<file path="src/rtl/muldiv_pkg.sv">
// Shared definitions for the multiply/divide sequencer: state encoding,
// op select values and default iteration counts.
package muldiv_pkg;

  typedef enum logic [1:0] {
    IDLE  = 2'd0,
    RUN   = 2'd1,
    WRITE = 2'd2,
    DZERO = 2'd3
  } stateT;

  localparam logic OP_MULT = 1'b0;
  localparam logic OP_DIV  = 1'b1;

  localparam int DEFAULT_MULT_CYCLES = 32;
  localparam int DEFAULT_DIV_CYCLES  = 32;
  localparam int DEFAULT_CNT_W       = 6;

endpackage

</file>
<file path="src/rtl/muldiv_cycle_counter.sv">
// Loadable down-counter that saturates at zero and flags when it gets there.
module muldiv_cycle_counter #(
  parameter int CNT_W = 6
) (
  input  logic             clk,
  input  logic             reset,
  input  logic             load,
  input  logic [CNT_W-1:0] loadValue,
  input  logic             dec,
  output logic             isZero
);

  logic [CNT_W-1:0] count;

  // Load wins over decrement; decrement stops at zero so the count never wraps.
  always_ff @(posedge clk) begin
    if (!reset) begin
      count <= '0;
    end else if (load) begin
      count <= loadValue;
    end else if (dec && (count != '0)) begin
      count <= count - CNT_W'(1);
    end
  end

  assign isZero = (count == '0);

endmodule

</file>
<file path="src/rtl/muldiv_sequencer.sv">
// Sequences the iterative mult/div units: holds one unit's operation enable
// for a fixed number of cycles, then pulses the HI/LO write, or short-circuits
// a divide by zero into a one-cycle exception pulse.
module muldiv_sequencer
  import muldiv_pkg::*;
#(
  parameter int MULT_CYCLES = DEFAULT_MULT_CYCLES,
  parameter int DIV_CYCLES  = DEFAULT_DIV_CYCLES,
  parameter int CNT_W       = DEFAULT_CNT_W
) (
  input  logic        clk,
  input  logic        reset,
  input  logic        start,
  input  logic        op,
  input  logic [31:0] operand_b,
  input  logic        abort,
  output logic        mult_op,
  output logic        div_op,
  output logic        muldiv_sel,
  output logic        hilo_write,
  output logic        busy,
  output logic        done,
  output logic        div_by_zero
);

  // The counter runs N-1 down to 0 while the enable is held, giving N cycles.
  localparam logic [CNT_W-1:0] MULT_LOAD = CNT_W'(MULT_CYCLES - 1);
  localparam logic [CNT_W-1:0] DIV_LOAD  = CNT_W'(DIV_CYCLES - 1);

  stateT            state;
  logic             opLatched;
  logic             acceptStart;
  logic             divZero;
  logic             cntLoad;
  logic             cntDec;
  logic             cntZero;
  logic [CNT_W-1:0] loadValue;

  assign acceptStart = (state == IDLE) && start && !abort;
  assign divZero     = (op == OP_DIV) && (operand_b == 32'd0);
  assign cntLoad     = acceptStart && !divZero;
  assign loadValue   = (op == OP_DIV) ? DIV_LOAD : MULT_LOAD;
  assign cntDec      = (state == RUN) && !abort;

  muldiv_cycle_counter #(
    .CNT_W(CNT_W)
  ) cycleCounter (
    .clk      (clk),
    .reset    (reset),
    .load     (cntLoad),
    .loadValue(loadValue),
    .dec      (cntDec),
    .isZero   (cntZero)
  );

  // Control FSM with registered outputs; abort overrides every state.
  always_ff @(posedge clk) begin
    if (!reset) begin
      state       <= IDLE;
      opLatched   <= OP_MULT;
      mult_op     <= 1'b0;
      div_op      <= 1'b0;
      muldiv_sel  <= 1'b0;
      hilo_write  <= 1'b0;
      busy        <= 1'b0;
      done        <= 1'b0;
      div_by_zero <= 1'b0;
    end else begin
      hilo_write  <= 1'b0;
      done        <= 1'b0;
      div_by_zero <= 1'b0;
      if (abort) begin
        state   <= IDLE;
        mult_op <= 1'b0;
        div_op  <= 1'b0;
        busy    <= 1'b0;
      end else begin
        case (state)
          IDLE: begin
            if (start) begin
              opLatched <= op;
              busy      <= 1'b1;
              if (divZero) begin
                state       <= DZERO;
                div_by_zero <= 1'b1;
              end else begin
                state      <= RUN;
                muldiv_sel <= op;
                mult_op    <= (op == OP_MULT);
                div_op     <= (op == OP_DIV);
              end
            end
          end
          RUN: begin
            if (cntZero) begin
              state      <= WRITE;
              mult_op    <= 1'b0;
              div_op     <= 1'b0;
              hilo_write <= 1'b1;
              done       <= 1'b1;
            end else begin
              mult_op <= ~opLatched;
              div_op  <= opLatched;
            end
          end
          WRITE, DZERO: begin
            state <= IDLE;
            busy  <= 1'b0;
          end
          default: begin
            state   <= IDLE;
            mult_op <= 1'b0;
            div_op  <= 1'b0;
            busy    <= 1'b0;
          end
        endcase
      end
    end
  end

endmodule

</file>
<file path="config.mk">
export PLATFORM = sky130hd
export DESIGN_NAME = muldiv_sequencer
export DESIGN_NICKNAME = d
export VERILOG_FILES = /design/src/rtl/muldiv_pkg.sv /design/src/rtl/muldiv_cycle_counter.sv /design/src/rtl/muldiv_sequencer.sv
export SDC_FILE = /design/constraint.sdc
export NUM_CORES = 1
export LEC_CHECK = 0
export CORE_MARGIN = 2
export CORE_UTILIZATION = 37
export CTS_CLUSTER_DIAMETER = 40
export DETAILED_ROUTE_END_ITERATION = 12
export HOLD_SLACK_MARGIN = 0.06
export PLACE_DENSITY = 0.77
export SYNTH_ARGS = -nofsm -noshare
export SYNTH_HDL_FRONTEND = slang
export SYNTH_SLANG_ARGS = --single-unit
</file>
<file path="constraint.sdc">
create_clock -name clk -period 2 [get_ports clk]
set_clock_uncertainty 0.2 [all_clocks]
set_input_delay 0.5 -clock clk [delete_from_list [all_inputs] [get_ports clk]]
set_output_delay 0.5 -clock clk [all_outputs]
set_load 0.03 [all_outputs]
</file>
==> impl_metrics.env, run 1 <==
export IMPL_status="finished, final reports clean"
export IMPL_worstReg2RegStart="cycleCounter.count[0]$_SDFFE_PN0P_"
export IMPL_viasPerCell=4.99
export IMPL_dp_slack_ns=-0.439
export IMPL_drt_pass1_iterations=4
export IMPL_setup_violations_final=0
export IMPL_synthesis_nets=125
export IMPL_cts_path_max_buffers=2
export IMPL_drv_slew=0
export IMPL_core_area_sq_um=1960
export IMPL_grt_max_degree=10
export IMPL_synth_compound_area_frac=0.167
export IMPL_yosys_mux_area_fraction=0.0261
export IMPL_grt_first_pass_wirelength_mm=3.74
export IMPL_drtAntennaViolNets=0
export IMPL_fin_nets=180
export IMPL_crit_start="operand_b[15]"
export IMPL_fin_crit_ns=1.97
export IMPL_synth_simple_area_share=0.296
export IMPL_critPathRequiredTime_ns=1.98
export IMPL_rr_worst_depth=7
export IMPL_seq_area_frac_synth=0.392
export IMPL_ios=44
export IMPL_cts_setup_buffers=0
export IMPL_route_detailed_wl_per_inst_microns=14.2
export IMPL_syn_avg_cell_area_sq_um=8.90
export IMPL_maxCapViolations=0
export IMPL_hold_depth=2
export IMPL_io_buffer_count=43
export IMPL_antenna_found_initial=0
export IMPL_cts_tree="built"
export IMPL_synthCells=86
export IMPL_endpoint="div_op$_SDFFE_PP0P_"
export IMPL_cts_reportedPaths_clkPinSlew_ns=0.08
export IMPL_fmax_mhz=509
export IMPL_fin_cells=167
export IMPL_numClockSinks=15
export IMPL_die_area_sq_um=2450
export IMPL_hp_class="reg2reg"
export IMPL_grt_total_usage=0.202
export IMPL_fin_util=0.728
export IMPL_grt_pass1_vias=846
export IMPL_grt_overflow_total=0
export IMPL_hpwl_mm=1.96
export IMPL_syn_cell_area_sq_um=766
export IMPL_nFillCells=162
export IMPL_min_period_over_period=0.983
export IMPL_drt_iter0_markers=10
export IMPL_cellPowerDensity_nw_per_um2=480
export IMPL_numCtsBuffers=3
export IMPL_cp_end_kind="flop"
export IMPL_arrival_ns=1.95
export IMPL_critPathMaxFanout=3
export IMPL_tightest_slew_ns=0.399
export IMPL_rrSetupSlack_ns=0.21
export IMPL_ys_flop_type="dfxtp_1"
export IMPL_multi_input_area_sq_um=514
export IMPL_synth_edf_count=0
export IMPL_placed_area_sq_um=1290
export IMPL_clk_latency_ns=0.28
export IMPL_ys_async_sr_fraction=0
export IMPL_initial_core_util=0.390
export IMPL_wirelength_mm=2.37
export IMPL_drc=0
export IMPL_path_class="in2reg"
export IMPL_synth_cell_types=30
export IMPL_h_tree_depth=1
export IMPL_fin_area_sq_um=1430
export IMPL_p_leak_uw=0.000731
export IMPL_die_y_microns=49.5
export IMPL_synth_top_family_by_area="simple AND/OR/NAND/NOR gates"
export IMPL_vias=833
export IMPL_hold_violations=0
export IMPL_relSlewSlack=0.734
export IMPL_vdd_ir_drop_max_uv=428
export IMPL_die_x_microns=49.5
export IMPL_drive_gt1_frac=0.186
export IMPL_gp_congestion=0.799
export IMPL_area_growth_pct=86.4
export IMPL_power_uw=685
export IMPL_synthAdderAreaFrac=0.0327
export IMPL_yosysWarnings=0
export IMPL_root_buffer="clkbuf_4"
export IMPL_yosys_area_share_xor_xnor=0.0572
export IMPL_crit_path_start_kind="input pin"
export IMPL_ff_latch_area_sq_um=300
export IMPL_ys_ff_latch=15
export IMPL_dpl_cell_count=163
export IMPL_rows=16
export IMPL_finalWorstSetupSlack_ns=0.0338
export IMPL_antenna_cells=0
export IMPL_r2r_end="cycleCounter.count[4]$_SDFFE_PN0P_"
## registers in the layout, summed over array words and instances, names as in the netlist
register and cells:
cycleCounter.count 6, state 2, busy 1, div_by_zero 1, div_op 1, done 1
muldiv_sel 1, mult_op 1, opLatched 1
## worst max-delay path, stage by stage
cell,delay [ns]
clkdlybuf4s50_1,0.43
nor4_2,0.27
nand4_1,0.19
nor4_2,0.18
buf_4,0.16
nor2_1,0.04
o21a_1,0.18
## stage by stage
| stage | hold slack, ns | TNS (ns) |
|---|---|---|
| CTS | 0.271 | -0.0123 |
| detailed placement | 0.262 | -4.00 |
| finish | 0.263 | 0 |
| global placement | 0.251 | -3.06 |
| floorplan | 0.306 | 0 |
| global route | 0.294 | -0.0845 |
## synthesized netlist by cell type, drive strengths merged (3+ instances only)
master	instances	area share
xor2	3	0.034
nand2	6	0.029
nand3	4	0.026
nor2	7	0.034
nor4	7	0.057
a21oi	3	0.020
inv	3	0.015
nor3	5	0.033
dfxtp	15	0.39
nand2b	3	0.028
a21boi	5	0.049
## where the power goes
group | internal [uW] | switching [uW] | total (uW)
clock network | 77.4 | 88.2 | 166
logic | 110 | 80.9 | 190
registers | 315 | 14.3 | 329
## placed cells by master (no fill, tap or decap), types with 2 or more instances in the layout
cell             instances
a21boi_1                 5
a21oi_1                  3
and3_1                   2
buf_4                    9
clkbuf_4                 3
clkdlybuf4s50_1         18
dfxtp_1                 15
dlygate4sd2_1            5
dlymetal6s2s_1          20
ha_1                     2
inv_1                    3
mux2i_1                  2
nand2_1                  6
nand3_1                  4
nor2_1                   7
nor2b_1                  2
nor3_1                   4
nor4_2                   7
o21a_1                   2
o21ai_0                  2
xnor2_1                  2
xor2_1                   3
## how the worst min path moves through the flow
stage	from	endpoint
6_report	muldiv_sel$_SDFFE_PN0P_	muldiv_sel$_SDFFE_PN0P_
5_1_grt	muldiv_sel$_SDFFE_PN0P_	muldiv_sel$_SDFFE_PN0P_
4_1_cts	muldiv_sel$_SDFFE_PN0P_	muldiv_sel$_SDFFE_PN0P_
3_5_place_dp	muldiv_sel$_SDFFE_PN0P_	muldiv_sel$_SDFFE_PN0P_
3_3_place_gp	muldiv_sel$_SDFFE_PN0P_	muldiv_sel$_SDFFE_PN0P_
2_1_floorplan	opLatched$_SDFFE_PN0P_	opLatched$_SDFFE_PN0P_
## logic make-up (layout without fill, tap and decap cells)
family,count (synthesis),after routing
buf+inv,5,59
xor+xnor,5,5
flops,15,15
mux,2,2
compound gates,16,16
fa+ha+maj,2,2
simple gates,41,41
## timing repair
| action | in CTS | in global routing |
|---|---|---|
| hold buffers | 0 | 0 |
| endpoints found under the setup margin | 13 | 13 |
| resized for setup | 10 | 27 |
| pin swaps | 1 | 13 |
| cloned | 0 | 0 |
## routing by layer
| metal | routed length (microns) | global-route usage | up-vias |
|---|---|---|---|
| li1 | - | - | 421 |
| met1 | 899 | 0.204 | 391 |
| met2 | 1360 | 0.381 | 15 |
| met3 | 85 | 0.0727 | 6 |
| met4 | 32 | 0.0694 | 0 |
| met5 | 0 | 0 | - |
## cell type report
cell class / count / area share
Timing Repair Buffer: 52 / 0.379
Multi-Input combinational cell: 66 / 0.360
Sequential cell: 15 / 0.210
Tap cell: 27 / 0.0237
Clock buffer: 4 / 0.0184
Inverter: 3 / 0.00789
Note: power is estimated with default switching activity, not from simulation.
==> inputs of run 2 (changes only) <==
--- a/config.mk
+++ b/config.mk
@@ -5,12 +5,14 @@
 export SDC_FILE = /design/constraint.sdc
 export NUM_CORES = 1
 export LEC_CHECK = 0
+export ABC_AREA = 1
 export CORE_MARGIN = 2
-export CORE_UTILIZATION = 37
+export CORE_UTILIZATION = 40
 export CTS_CLUSTER_DIAMETER = 40
 export DETAILED_ROUTE_END_ITERATION = 12
 export HOLD_SLACK_MARGIN = 0.06
-export PLACE_DENSITY = 0.77
+export PLACE_DENSITY = 0.78
+export SLEW_MARGIN = 5
 export SYNTH_ARGS = -nofsm -noshare
 export SYNTH_HDL_FRONTEND = slang
 export SYNTH_SLANG_ARGS = --single-unit
==> run 2 against run 1 <==
- power is 3.7% higher
- area after synthesis is 20% higher
- register-to-register slack better by 0.15 ns
- non-clock buffer count is 7 lower
- critical path type unchanged
==> impl_metrics.env, run 2 <==
export IMPL_core_area_sq_um=2190
export IMPL_drtAntennaViolNets=0
export IMPL_cts_path_max_buffers=2
export IMPL_path_cells="clkdlybuf4s50_1 -> nor2_1 -> nand2_1 -> nor2_1 -> nand3_1 -> o21ai_2 -> nand3_1 -> nand2_1 -> inv_1"
export IMPL_setup_violations_final=0
export IMPL_drive_gt1_frac=0.0833
export IMPL_synthesis_nets=184
export IMPL_die_area_sq_um=2700
export IMPL_status="finished, final reports clean"
export IMPL_critPathRequiredTime_ns=2.00
export IMPL_final_cell_mix="nor2_1, clkdlybuf4s50_1, nand2_1"
export IMPL_h_tree_depth=1
export IMPL_path_class="in2reg"
export IMPL_grt_first_pass_wirelength_mm=3.97
export IMPL_yosysWarnings=0
export IMPL_dp_slack_ns=-0.135
export IMPL_syn_cell_area_sq_um=918
export IMPL_vdd_ir_drop_max_uv=385
export IMPL_gp_congestion=0.843
export IMPL_arrival_ns=1.81
export IMPL_crit_family="simple AND/OR/NAND/NOR gates"
export IMPL_rsz0062_at_grt="false"
export IMPL_drc=0
export IMPL_synth_commonest_cells="nor2_1, nand2_1, dfxtp_1"
export IMPL_fin_cells=220
export IMPL_placed_area_sq_um=1390
export IMPL_nFillCells=213
export IMPL_p_leak_uw=0.000623
export IMPL_relSlewSlack=0.789
export IMPL_dpl_cell_count=216
export IMPL_grt_max_degree=10
export IMPL_tightest_slew_ns=0.315
export IMPL_initial_core_util=0.419
export IMPL_viasPerCell=4.85
export IMPL_maxCapViolations=0
export IMPL_cts_hold_buf=0
export IMPL_synth_cell_types=29
export IMPL_cellPowerDensity_nw_per_um2=504
export IMPL_reg_largest_list="cycleCounter.count (6), state (2)"
export IMPL_fin_nets=232
export IMPL_antenna_found_initial=0
export IMPL_min_period_over_period=0.902
export IMPL_cp_slowest_cell="clkdlybuf4s50_1"
export IMPL_critPathMaxFanout=7
export IMPL_largest_register_ffs=6
export IMPL_clk_latency_ns=0.29
export IMPL_synth_top_family_by_area="simple AND/OR/NAND/NOR gates"
export IMPL_crit_path_start_kind="input pin"
export IMPL_grt_total_usage=0.197
export IMPL_yosysMostFrequentCell="nor2_1"
export IMPL_cp_end_kind="flop"
export IMPL_yosysTopAreaCellShare=0.327
export IMPL_fin_crit_ns=1.80
export IMPL_synth_compound_area_frac=0.112
export IMPL_seq_area_frac_synth=0.327
export IMPL_ys_async_sr_fraction=0
export IMPL_hp_class="reg2reg"
export IMPL_yosys_top_cells_area="dfxtp_1, nor2_1, nand2_1"
export IMPL_yosys_mux_area_fraction=0
export IMPL_drt_pass1_iterations=4
export IMPL_grt_overflow_total=0
export IMPL_yosys_area_share_xor_xnor=0.00954
export IMPL_ys_flop_type="dfxtp_1"
export IMPL_route_detailed_wl_per_inst_microns=10.5
export IMPL_io_buffer_count=43
export IMPL_fmax_mhz=554
export IMPL_crit_buf_inv=2
export IMPL_top_register="cycleCounter.count"
export IMPL_cts_setup_buffers=0
export IMPL_rows=17
export IMPL_critPathMaxStageDelay_ns=0.41
export IMPL_layout_commonest_cell="nor2_1"
export IMPL_fin_area_sq_um=1410
export IMPL_numClockSinks=15
export IMPL_area_growth_pct=53.4
export IMPL_synthCells=145
export IMPL_hpwl_mm=1.99
export IMPL_root_buffer="clkbuf_4"
export IMPL_die_x_microns=51.9
export IMPL_grt_pass1_vias=1063
export IMPL_synth_edf_count=0
export IMPL_cts_reportedPaths_clkPinSlew_ns=0.10
export IMPL_vias=1066
export IMPL_cts_tree="built"
export IMPL_drt_iter0_markers=11
export IMPL_syn_avg_cell_area_sq_um=6.33
export IMPL_fin_util=0.643
export IMPL_hold_violations=0
export IMPL_ys_ff_latch=15
export IMPL_die_y_microns=51.9
export IMPL_finalWorstSetupSlack_ns=0.195
export IMPL_antenna_cells=0
export IMPL_yosys_area_top_type="dfxtp_1"
export IMPL_ios=44
export IMPL_synth_simple_area_share=0.447
export IMPL_drv_slew=0
export IMPL_synthAdderAreaFrac=0.0272
export IMPL_numCtsBuffers=3
export IMPL_wirelength_mm=2.31
## run 2: worst min-delay path: stages, from the launching register on
cell and delay [ns]:
dfxtp_1 0.32, nand3_1 0.07, nand2_1 0.05
## run 2: timing repair
item	4_1_cts	5_1_grt
pin swaps	0	0
resized for setup	6	1
endpoints found under the hold margin	0	0
cloned	0	0
endpoints found under the setup margin	7	1
## run 2: cell families after synthesis
logic type      count (synthesis)
fa+ha+maj                       2
buf+inv                        17
xor+xnor                        1
compound gates                 18
flops                          15
simple gates                   92
## run 2: final cells by class
cell class | instances | area [sq um] | area share
inverters | 15 | 58.8 | 0.0417
clock buffers | 3 | 22.5 | 0.0160
well taps | 28 | 35.0 | 0.0249
flip-flops and latches | 15 | 300 | 0.213
repair buffers | 45 | 440 | 0.313
multi-input cells | 113 | 547 | 0.388
clock inverters | 1 | 5.00 | 0.00355
## run 2: metal layers
layer,global-route usage,share of wire,up-vias
met5,0,0,-
met4,0.105,0.034,0
met3,0.0460,0.059,11
met2,0.346,0.49,46
met1,0.217,0.42,453
li1,-,-,556
## run 2: path summary, 6_finish.rpt
| kind | depth (start not counted) | startpoint | slack (ns) | to |
|---|---|---|---|---|
| worst max register to register | 8 | cycleCounter.count[0]$_SDFFE_PN0P_ | 0.36 | cycleCounter.count[4]$_SDFFE_PN0P_ |
| worst min register to register | 2 | muldiv_sel$_SDFFE_PN0P_ | 0.28 | muldiv_sel$_SDFFE_PN0P_ |
| worst max-delay path | 9 | operand_b[2] | 0.20 | cycleCounter.count[4]$_SDFFE_PN0P_ |
| worst min-delay path | 2 | muldiv_sel$_SDFFE_PN0P_ | 0.28 | muldiv_sel$_SDFFE_PN0P_ |
## run 2: report_power, final
group          total, uW  internal [uW]  switching, uW
clock                181           74.4            106
sequential           328            315           13.4
combinational        202            109           92.3
## run 2: metrics by stage
step           total power, uW  hold slack, ns  setup TNS, ns
6_report                   711           0.280              0
5_1_grt                    752           0.305              0
4_1_cts                    712           0.279              0
3_5_place_dp               540           0.268         -0.717
3_3_place_gp               534           0.253         -0.254
2_1_floorplan              434           0.280              0
